[src/rtl/ifetch_unit_if.sv]
`default_nettype none
// +----------------------------------------------------------------------+
// | ifetch_unit_if : memory request port and decode handoff port bundle   |
// | Revision 1.0                                                          |
// +----------------------------------------------------------------------+
interface ifetch_unit_if #(
  parameter int ADDR_W = 32,
  parameter int DATA_W = 32
);
  logic              mem_req_o;
  logic [ADDR_W-1:0] mem_addr_o;
  logic              mem_gnt_i;
  logic              mem_rvalid_i;
  logic [DATA_W-1:0] mem_rdata_i;
  logic              id_valid_o;
  logic              id_ready_i;
  logic [DATA_W-1:0] id_inst_o;
  logic [ADDR_W-1:0] id_pc_o;

  modport master (
    output mem_req_o, mem_addr_o,
    input  mem_gnt_i, mem_rvalid_i, mem_rdata_i,
    output id_valid_o, id_inst_o, id_pc_o,
    input  id_ready_i
  );

  modport slave (
    input  mem_req_o, mem_addr_o,
    output mem_gnt_i, mem_rvalid_i, mem_rdata_i,
    input  id_valid_o, id_inst_o, id_pc_o,
    output id_ready_i
  );
endinterface
`default_nettype wire

[src/rtl/ifetch_unit.sv]
`default_nettype none
// +----------------------------------------------------------------------+
// | ifetch_unit : one-outstanding instruction fetch between PC and decode |
// | Revision 1.0                                                          |
// +----------------------------------------------------------------------+
module ifetch_unit #(
  parameter int                ADDR_W   = 32,
  parameter int                DATA_W   = 32,
  parameter logic [DATA_W-1:0] NOP_INST = 32'h0000_0013
) (
  input  wire logic              clk,
  input  wire logic              rst,
  input  wire logic [ADDR_W-1:0] pc_i,
  input  wire logic              flush_i,
  output logic                   stall_o,
  ifetch_unit_if.master          bus
);

  typedef enum logic [1:0] {
    S_IDLE = 2'd0,
    S_REQ  = 2'd1,
    S_WAIT = 2'd2,
    S_HOLD = 2'd3
  } state_t;

  state_t            state_q;
  logic              kill_q;
  logic              mem_req_q;
  logic [ADDR_W-1:0] mem_addr_q;
  logic              id_valid_q;
  logic [DATA_W-1:0] id_inst_q;
  logic [ADDR_W-1:0] id_pc_q;

  // PC may only move on a jump or when decode takes the held instruction.
  assign stall_o = ~(flush_i | ((state_q == S_HOLD) & bus.id_ready_i));

  assign bus.mem_req_o  = mem_req_q;
  assign bus.mem_addr_o = mem_addr_q;
  assign bus.id_valid_o = id_valid_q;
  assign bus.id_inst_o  = id_inst_q;
  assign bus.id_pc_o    = id_pc_q;

  always_ff @(posedge clk) begin
    if (rst) begin
      state_q    <= S_IDLE;
      kill_q     <= 1'b0;
      mem_req_q  <= 1'b0;
      mem_addr_q <= '0;
      id_valid_q <= 1'b0;
      id_inst_q  <= NOP_INST;
      id_pc_q    <= '0;
    end else begin
      case (state_q)
        S_IDLE: begin
          if (!flush_i) begin
            mem_addr_q <= pc_i;
            mem_req_q  <= 1'b1;
            state_q    <= S_REQ;
          end
        end
        S_REQ: begin
          // The request is never withdrawn; a jump only marks its response as stale.
          if (flush_i) kill_q <= 1'b1;
          if (bus.mem_gnt_i) begin
            mem_req_q <= 1'b0;
            state_q   <= S_WAIT;
          end
        end
        S_WAIT: begin
          if (bus.mem_rvalid_i) begin
            if (kill_q || flush_i) begin
              kill_q  <= 1'b0;
              state_q <= S_IDLE;
            end else begin
              id_inst_q  <= bus.mem_rdata_i;
              id_pc_q    <= mem_addr_q;
              id_valid_q <= 1'b1;
              state_q    <= S_HOLD;
            end
          end else if (flush_i) begin
            kill_q <= 1'b1;
          end
        end
        S_HOLD: begin
          if (flush_i || bus.id_ready_i) begin
            id_valid_q <= 1'b0;
            id_inst_q  <= NOP_INST;
            state_q    <= S_IDLE;
          end
        end
        default: state_q <= S_IDLE;
      endcase
    end
  end

endmodule
`default_nettype wire
[src/flat_wrapper.sv]
// flat-port wrapper written by rule: the top's interface ports become plain ports
module ifetch_unit_flat 
#(
  parameter int                ADDR_W   = 32,
  parameter int                DATA_W   = 32,
  parameter logic [DATA_W-1:0] NOP_INST = 32'h0000_0013
)
  (clk, rst, pc_i, flush_i, stall_o, bus_mem_req_o, bus_mem_addr_o, bus_mem_gnt_i, bus_mem_rvalid_i, bus_mem_rdata_i, bus_id_valid_o, bus_id_inst_o, bus_id_pc_o, bus_id_ready_i);
  ifetch_unit_if #(.ADDR_W(ADDR_W), .DATA_W(DATA_W)) bus_i ();
  input  wire logic clk;
  input  wire logic rst;
  input  wire logic [ADDR_W-1:0] pc_i;
  input  wire logic flush_i;
  output logic stall_o;
  output wire logic [$bits(bus_i.mem_req_o)-1:0] bus_mem_req_o;
  output wire logic [$bits(bus_i.mem_addr_o)-1:0] bus_mem_addr_o;
  input wire logic [$bits(bus_i.mem_gnt_i)-1:0] bus_mem_gnt_i;
  input wire logic [$bits(bus_i.mem_rvalid_i)-1:0] bus_mem_rvalid_i;
  input wire logic [$bits(bus_i.mem_rdata_i)-1:0] bus_mem_rdata_i;
  output wire logic [$bits(bus_i.id_valid_o)-1:0] bus_id_valid_o;
  output wire logic [$bits(bus_i.id_inst_o)-1:0] bus_id_inst_o;
  output wire logic [$bits(bus_i.id_pc_o)-1:0] bus_id_pc_o;
  input wire logic [$bits(bus_i.id_ready_i)-1:0] bus_id_ready_i;
  assign bus_mem_req_o = bus_i.mem_req_o;
  assign bus_mem_addr_o = bus_i.mem_addr_o;
  assign bus_i.mem_gnt_i = bus_mem_gnt_i;
  assign bus_i.mem_rvalid_i = bus_mem_rvalid_i;
  assign bus_i.mem_rdata_i = bus_mem_rdata_i;
  assign bus_id_valid_o = bus_i.id_valid_o;
  assign bus_id_inst_o = bus_i.id_inst_o;
  assign bus_id_pc_o = bus_i.id_pc_o;
  assign bus_i.id_ready_i = bus_id_ready_i;
  ifetch_unit #(.ADDR_W(ADDR_W), .DATA_W(DATA_W), .NOP_INST(NOP_INST)) u_core (.clk(clk), .rst(rst), .pc_i(pc_i), .flush_i(flush_i), .stall_o(stall_o), .bus(bus_i));
endmodule
[config.mk]
export PLATFORM = sky130hd
export DESIGN_NAME = ifetch_unit_flat
export DESIGN_NICKNAME = d
export VERILOG_FILES = /design/src/rtl/ifetch_unit_if.sv /design/src/rtl/ifetch_unit.sv /design/src/flat_wrapper.sv
export SDC_FILE = /design/constraint.sdc
export NUM_CORES = 1
export LEC_CHECK = 0
export ABC_AREA = 1
export BUFFER_PORTS_ARGS = -buffer_cell sky130_fd_sc_hd__buf_4
export CORE_MARGIN = 5
export CORE_UTILIZATION = 40
export DETAILED_ROUTE_END_ITERATION = 10
export GPL_TIMING_DRIVEN = 0
export PLACE_DENSITY_LB_ADDON = 0.15
export SLEW_MARGIN = 25
export SYNTH_ARGS = -nofsm -noshare
export SYNTH_HDL_FRONTEND = slang
export SYNTH_SLANG_ARGS = --single-unit
[constraint.sdc]
create_clock -name clk -period 1.7 [get_ports clk]
set_clock_uncertainty 0.15 [all_clocks]
set_input_delay 0.17 -clock clk [delete_from_list [all_inputs] [get_ports clk]]
set_output_delay 0.17 -clock clk [all_outputs]
set_load 0.02 [all_outputs]
== Yosys cells after proc, flatten, opt, wreduce, memory -nomap -nowiden ==
Cells that the tools add are included.
Storage, ports and cells
  word-level logic and storage cells: 54
  output and inout port bits: 99
  bits in writable memories: 0
  memories: 0
  bits in read-only memories: 0
  latch bits: 0
  input port bits: 70
  bits in registers: 101
Cells by class
  shifts and indexed selects: 0
  reduce and logical (&&, ||, !) cells: 12
  multiply operators: 0
  bitwise gates (word level): 5
  divide/modulo/power cells: 0
  order comparisons: 0
  eq/ne operators: 9
  muxes and demuxes: 21
  add/sub/neg operators: 0
Operators by type and width (count)
  32-bit 2-to-1 mux: 3
  32-bit one-hot mux with 2 select lines: 1
  2-bit 2-to-1 mux: 5
  2-bit != test (second input constant): 5
  1-bit 2-to-1 mux: 8
  2-bit one-hot mux with 4 select lines: 1
  4-bit AND reduction: 2
  1-bit one-hot mux with 2 select lines: 3
  3-bit AND reduction: 2
  2-bit nonzero test: 3
  2-bit == test (second input constant): 2
  2-bit AND reduction: 2
  3-bit by 2-bit != test with 1-bit output (second input constant): 1
  1-bit NOT: 3
  2-bit by 1-bit == test with 1-bit output (second input constant): 1
  2-bit logical NOT: 1
  1-bit logical OR: 2
  1-bit bitwise AND: 1
  1-bit bitwise OR: 1

== Depth between registers and ports, before layout ==
  depth in word-level cells: 4
  gate-level depth with buffers: 8
  depth with buffers taken out: 7

== Least setup slack after synthesis ==
Ideal clock, no wire load.
  kind: reg2reg
  from: register u_core.state_q[0]
  to: register u_core.id_inst_q[0] (netlist: u_core.bus.id_inst_o[0])
  library setup time: 0.118 ns
  data arrival time: 1.398 ns
  buffers on the path: 1
  cell stages (with the launch flop): 8
  data required time: 1.432 ns
  path slack: 0.034 ns
  cells stage by stage: dfxtp_1 -> inv_1 -> ha_1 -> o21ai_4 -> nand3_4 -> buf_6 -> a21oi_2 -> nand2_1
On the way
  word-level cells in the longest chain between the ends: 3
Ends and longest elaborated chain
  start: declaration: line ifetch_unit.sv:26  | state_t state_q;
  start signal: assignment: line ifetch_unit.sv:45  | state_q <= S_IDLE;
  start signal: assignment: line ifetch_unit.sv:58  | state_q <= S_REQ;
  start signal: assignment: line ifetch_unit.sv:66  | state_q <= S_WAIT;
  2-bit == test: line ifetch_unit.sv:53  | case (state_q)
  2-bit != test (no source line) / 2-bit nonzero test (equally long branches)
  4-bit AND reduction (no source line)
  end signal: assignment: line ifetch_unit.sv:75  | id_inst_q <= bus.mem_rdata_i;
  end: declaration: line ifetch_unit.sv:31  | logic [DATA_W-1:0] id_inst_q;
Several ways; a longest one is shown, not always the timed one.
A chain may end at the register's enable or synchronous reset.

== Worst setup path in the final report ==
  from: register u_core.state_q[1]
  to: register u_core.id_inst_q[0] (netlist: u_core.bus.id_inst_o[0])
The elaborated chain is that of the path after synthesis.

==> impl_metrics.toml <==
[setup_path]
worstRegToRegCells = 7
worst_ep_arrival_time_ns = 1.71
reg2reg_slack_ns = 0.08
cp-end-kind = "register"
crit_path_top_delay_cell = "sky130_fd_sc_hd__dfxtp_4"
critical_path.max_stage_delay_ns = 0.41
crit-reg2reg-launch = "u_core.state_q[1]"
cp_data_required_time_ns = 1.80
cp_num_cells = 7
worstPathMaxFanout = 10
path_cells = "ha_1 -> inv_1 -> o21ai_4 -> nand3_4 -> buf_6 -> a21oi_2 -> nand2_1"
worst_path_dominant_cell_family = "flip-flops"
start_kind = "register"
crit_buf_inv = 2
crit_path_end = "u_core.bus.id_inst_o[0]"
setup.worst_path.start = "u_core.state_q[1]"
setup.worst_path.class = "register to register"
r2r_end = "u_core.bus.id_inst_o[0]"

[clock_tree]
tritoncts_buffer_count = 9
cts_tree = "done"
maximum_level_of_the_cts_h_tree = 3
cts.root.buffer_cell = "sky130_fd_sc_hd__clkbuf_8"
numClockSinks = 101
cts.reportedPaths.clkPinSlew_ns = 0.09
cts-root-to-sink-buffers = 2
clock_insertion_delay_worst_skew_ns = 0.35

[grt]
layer_with_the_highest_usage = "met2"
wire_length_of_the_first_global_routing_pass_um = 19330
use_met2_pct = 35.21
first_global_vias = 3888
grt_use_total_pct = 20.40
antenna_found_initial = 0
pin_count_of_the_biggest_net_entering_global_routing = 17
overflow = 0
grt_util_met3_pct = 4.896
globalRouteMet1Util_pct = 25.28

[synth]
syn_area_um2 = 3856
synth_top_area_share_pct = 52.43
synth.yosys.warnings = 0
async_flop_share_pct = 0
post_synthesis_cell_type_count = 26
seq_area_frac_synth_pct = 52.43
ys_seq_elements = 101
netlist.top_cell.by_area = "sky130_fd_sc_hd__dfxtp_1"
syn-num-nets = 555
synth_edf_count = 0
post_synth_main_area_contributors = "sky130_fd_sc_hd__dfxtp_1 52%, sky130_fd_sc_hd__nor2_1 13%, sky130_fd_sc_hd__o21ai_0 7.3%"
cell_with_the_most_instances_after_synthesis = "sky130_fd_sc_hd__nor2_1"
yosys_most_used_dff = "sky130_fd_sc_hd__dfxtp_1"
syn_inst = 478
synth.top_cells.by_count = "132 x sky130_fd_sc_hd__nor2_1, 101 x sky130_fd_sc_hd__dfxtp_1, 56 x sky130_fd_sc_hd__o21ai_0, 45 x sky130_fd_sc_hd__nand2_1, 34 x sky130_fd_sc_hd__a21oi_1"
synth.avg_cell_area_um2 = 8.067

[detailed_routing]
routedWlPerCell_um = 14.20
routed-via-count = 4164
route.final.wire_length_um = 12230
antenna_left = 0
drtPass1Iterations = 4
route.detailed.vias_per_inst = 4.836
residual_drc_count = 0
dr.first_iter.drc_count = 165

[die]
design.core.area_um2 = 9328
floorplan.initialDensity_pct = 41.34
die_x_um = 108.2
floorplan.die_area_um2 = 11700
std_cell_rows = 35
io_pins = 169
dieHeight_um = 108.2

[layout]
synthToLayoutAreaGrowth_pct = 61.68
post-route-cell-area_um2 = 6235
fillerInstances = 786
utilization_pct = 66.84
final_nets = 803
layout-drive-gt1-share_pct = 31.87

[timing]
rsz0062_at_grt = "true"
max_freq_mhz = 618.1
fin_crit_ns = 1.618
timing.final.max_slew_violations = 0
worst_pin_slew_ns = 0.4736
timing.max_slew.rel_slack_pct = 68.43
period_share_pct = 95.16
setup_violations = 0
hold_viol_final = 0

[pwr]
cellLeakagePower_nw = 2.866
switchingPower_w = 0.002443
clock_power_share_pct = 22.4
max-vdd-ir-drop_v = 0.0005249
power_switching_share_pct = 35.25
internal-power_w = 0.004488
p_comb_share_pct = 34.5
power_per_cell_area_nw_per_um2 = 1112
sequential_fraction_of_design_power_pct = 43.1

[placement]
dp.final_hpwl_um = 8427
gpl.final_weighted_congestion = 0.7606
place.port_buffers = 167
placedInstanceArea_um2 = 5271

[run_status]
outcome = "finished clean"

[min_path]
min-delay-path-class = "input port to register"

[flow_run]
drv_cap = 0
[cell type report]
cell class | count | area (µm²) | share of cell area (%)
diodes | 1 | 2.502 | 0.04014
inverters | 11 | 41.29 | 0.6623
repair buffers | 237 | 1947 | 31.23
well taps | 129 | 161.4 | 2.589
clock buffers | 11 | 141.4 | 2.268
plain buffers | 35 | 231.5 | 3.713
multi-input cells | 331 | 1620 | 25.99
clock inverters | 5 | 60.06 | 0.9633
flip-flops and latches | 101 | 2029 | 32.55
[tightest hold or removal path, stage by stage]
cell                      delay (ns)
sky130_fd_sc_hd__buf_4          0.14
sky130_fd_sc_hd__nand2_1        0.08
sky130_fd_sc_hd__nand3_1        0.07
sky130_fd_sc_hd__nand2_1        0.06
sky130_fd_sc_hd__nor2_1         0.04
[state kept, by name (all words and copies together) (netlist names)]
signal,count
u_core.bus.id_inst_o,32
u_core.bus.id_pc_o,32
u_core.bus.id_valid_o,1
u_core.bus.mem_addr_o,32
u_core.bus.mem_req_o,1
u_core.kill_q,1
u_core.state_q,2
[timing repair]
action | CTS | global route
gates cloned | 0 | 0
hold endpoints to repair | 67 | 0
hold buffers | 67 | 0
buffers inserted | 1 | 2
setup endpoints to repair | 92 | 88
gates resized for setup | 8 | 30
pin swaps | 1 | 3
[placed cells by master, fill, tap and decap left out, types with 6 or more instances in the layout]
master and count:
sky130_fd_sc_hd__a21oi_1 34, sky130_fd_sc_hd__buf_4 176, sky130_fd_sc_hd__buf_6 6, sky130_fd_sc_hd__clkbuf_1 7
sky130_fd_sc_hd__clkbuf_2 6, sky130_fd_sc_hd__clkbuf_8 10, sky130_fd_sc_hd__dfxtp_1 99, sky130_fd_sc_hd__dlygate4sd3_1 67
sky130_fd_sc_hd__inv_1 7, sky130_fd_sc_hd__nand2_1 43, sky130_fd_sc_hd__nand4_1 30, sky130_fd_sc_hd__nor2_1 132
sky130_fd_sc_hd__o21ai_0 56, sky130_fd_sc_hd__o21ai_1 10
[how the worst min path moves through the flow]
stage,start,end,slack (ns),depth (start not counted)
final,flush_i,u_core.bus.mem_req_o,0.08,5
after detailed placement,rst,u_core.bus.id_inst_o[17],0.25,2
after global placement,bus_mem_rvalid_i,u_core.kill_q,0.24,2
after floorplan,bus_mem_rvalid_i,u_core.kill_q,0.13,1
after global routing,flush_i,u_core.state_q[1],0.12,6
after CTS,flush_i,u_core.bus.mem_req_o,0.08,5
[kinds of logic (layout without fill, tap and decap cells)]
family | after synthesis | after routing | synth area share [%]
other | 0 | 1 | 0
buffers and inverters | 46 | 299 | 6.132
DFF | 101 | 101 | 52.43
AOI/OAI and AO/OA | 110 | 110 | 15.32
and+or+nand+nor | 214 | 214 | 23.85
adders and majority gates | 7 | 7 | 2.271
[power groups by stage]
stage / clock (W) / combinational, W / sequential, W
CTS: 0.00158 / 0.00234 / 0.00297
finish: 0.00156 / 0.00239 / 0.00298
floorplan: 0 / 0.000930 / 0.00336
global route: 0.00168 / 0.00261 / 0.00303
detailed placement: 0 / 0.00219 / 0.00302
global placement: 0 / 0.00216 / 0.00301
[metal layers]
metal | vias up | wire length (µm)
li1 | 2081 | -
met4 | 0 | 191
met2 | 143 | 5997
met5 | - | 0
met1 | 1924 | 5114
met3 | 16 | 926
[stage by stage]
| step | hold slack, ns | TNS (ns) | instances | setup slack [ns] | power, W |
|---|---|---|---|---|---|
| final | 0.08271 | 0 | 861 | 0.08223 | 0.006930 |
| after global routing | 0.1152 | -0.1015 | 860 | -0.01946 | 0.007316 |
| after CTS | 0.07660 | 0 | 858 | 0.02658 | 0.006892 |
| after detailed placement | 0.2497 | -10.08 | 774 | -0.1908 | 0.005213 |
| after global placement | 0.2419 | -7.867 | 774 | -0.1592 | 0.005166 |
| after floorplan | 0.1283 | 0 | 478 | 0.03412 | 0.004294 |
No activity file was read; power rests on OpenSTA's default activity.
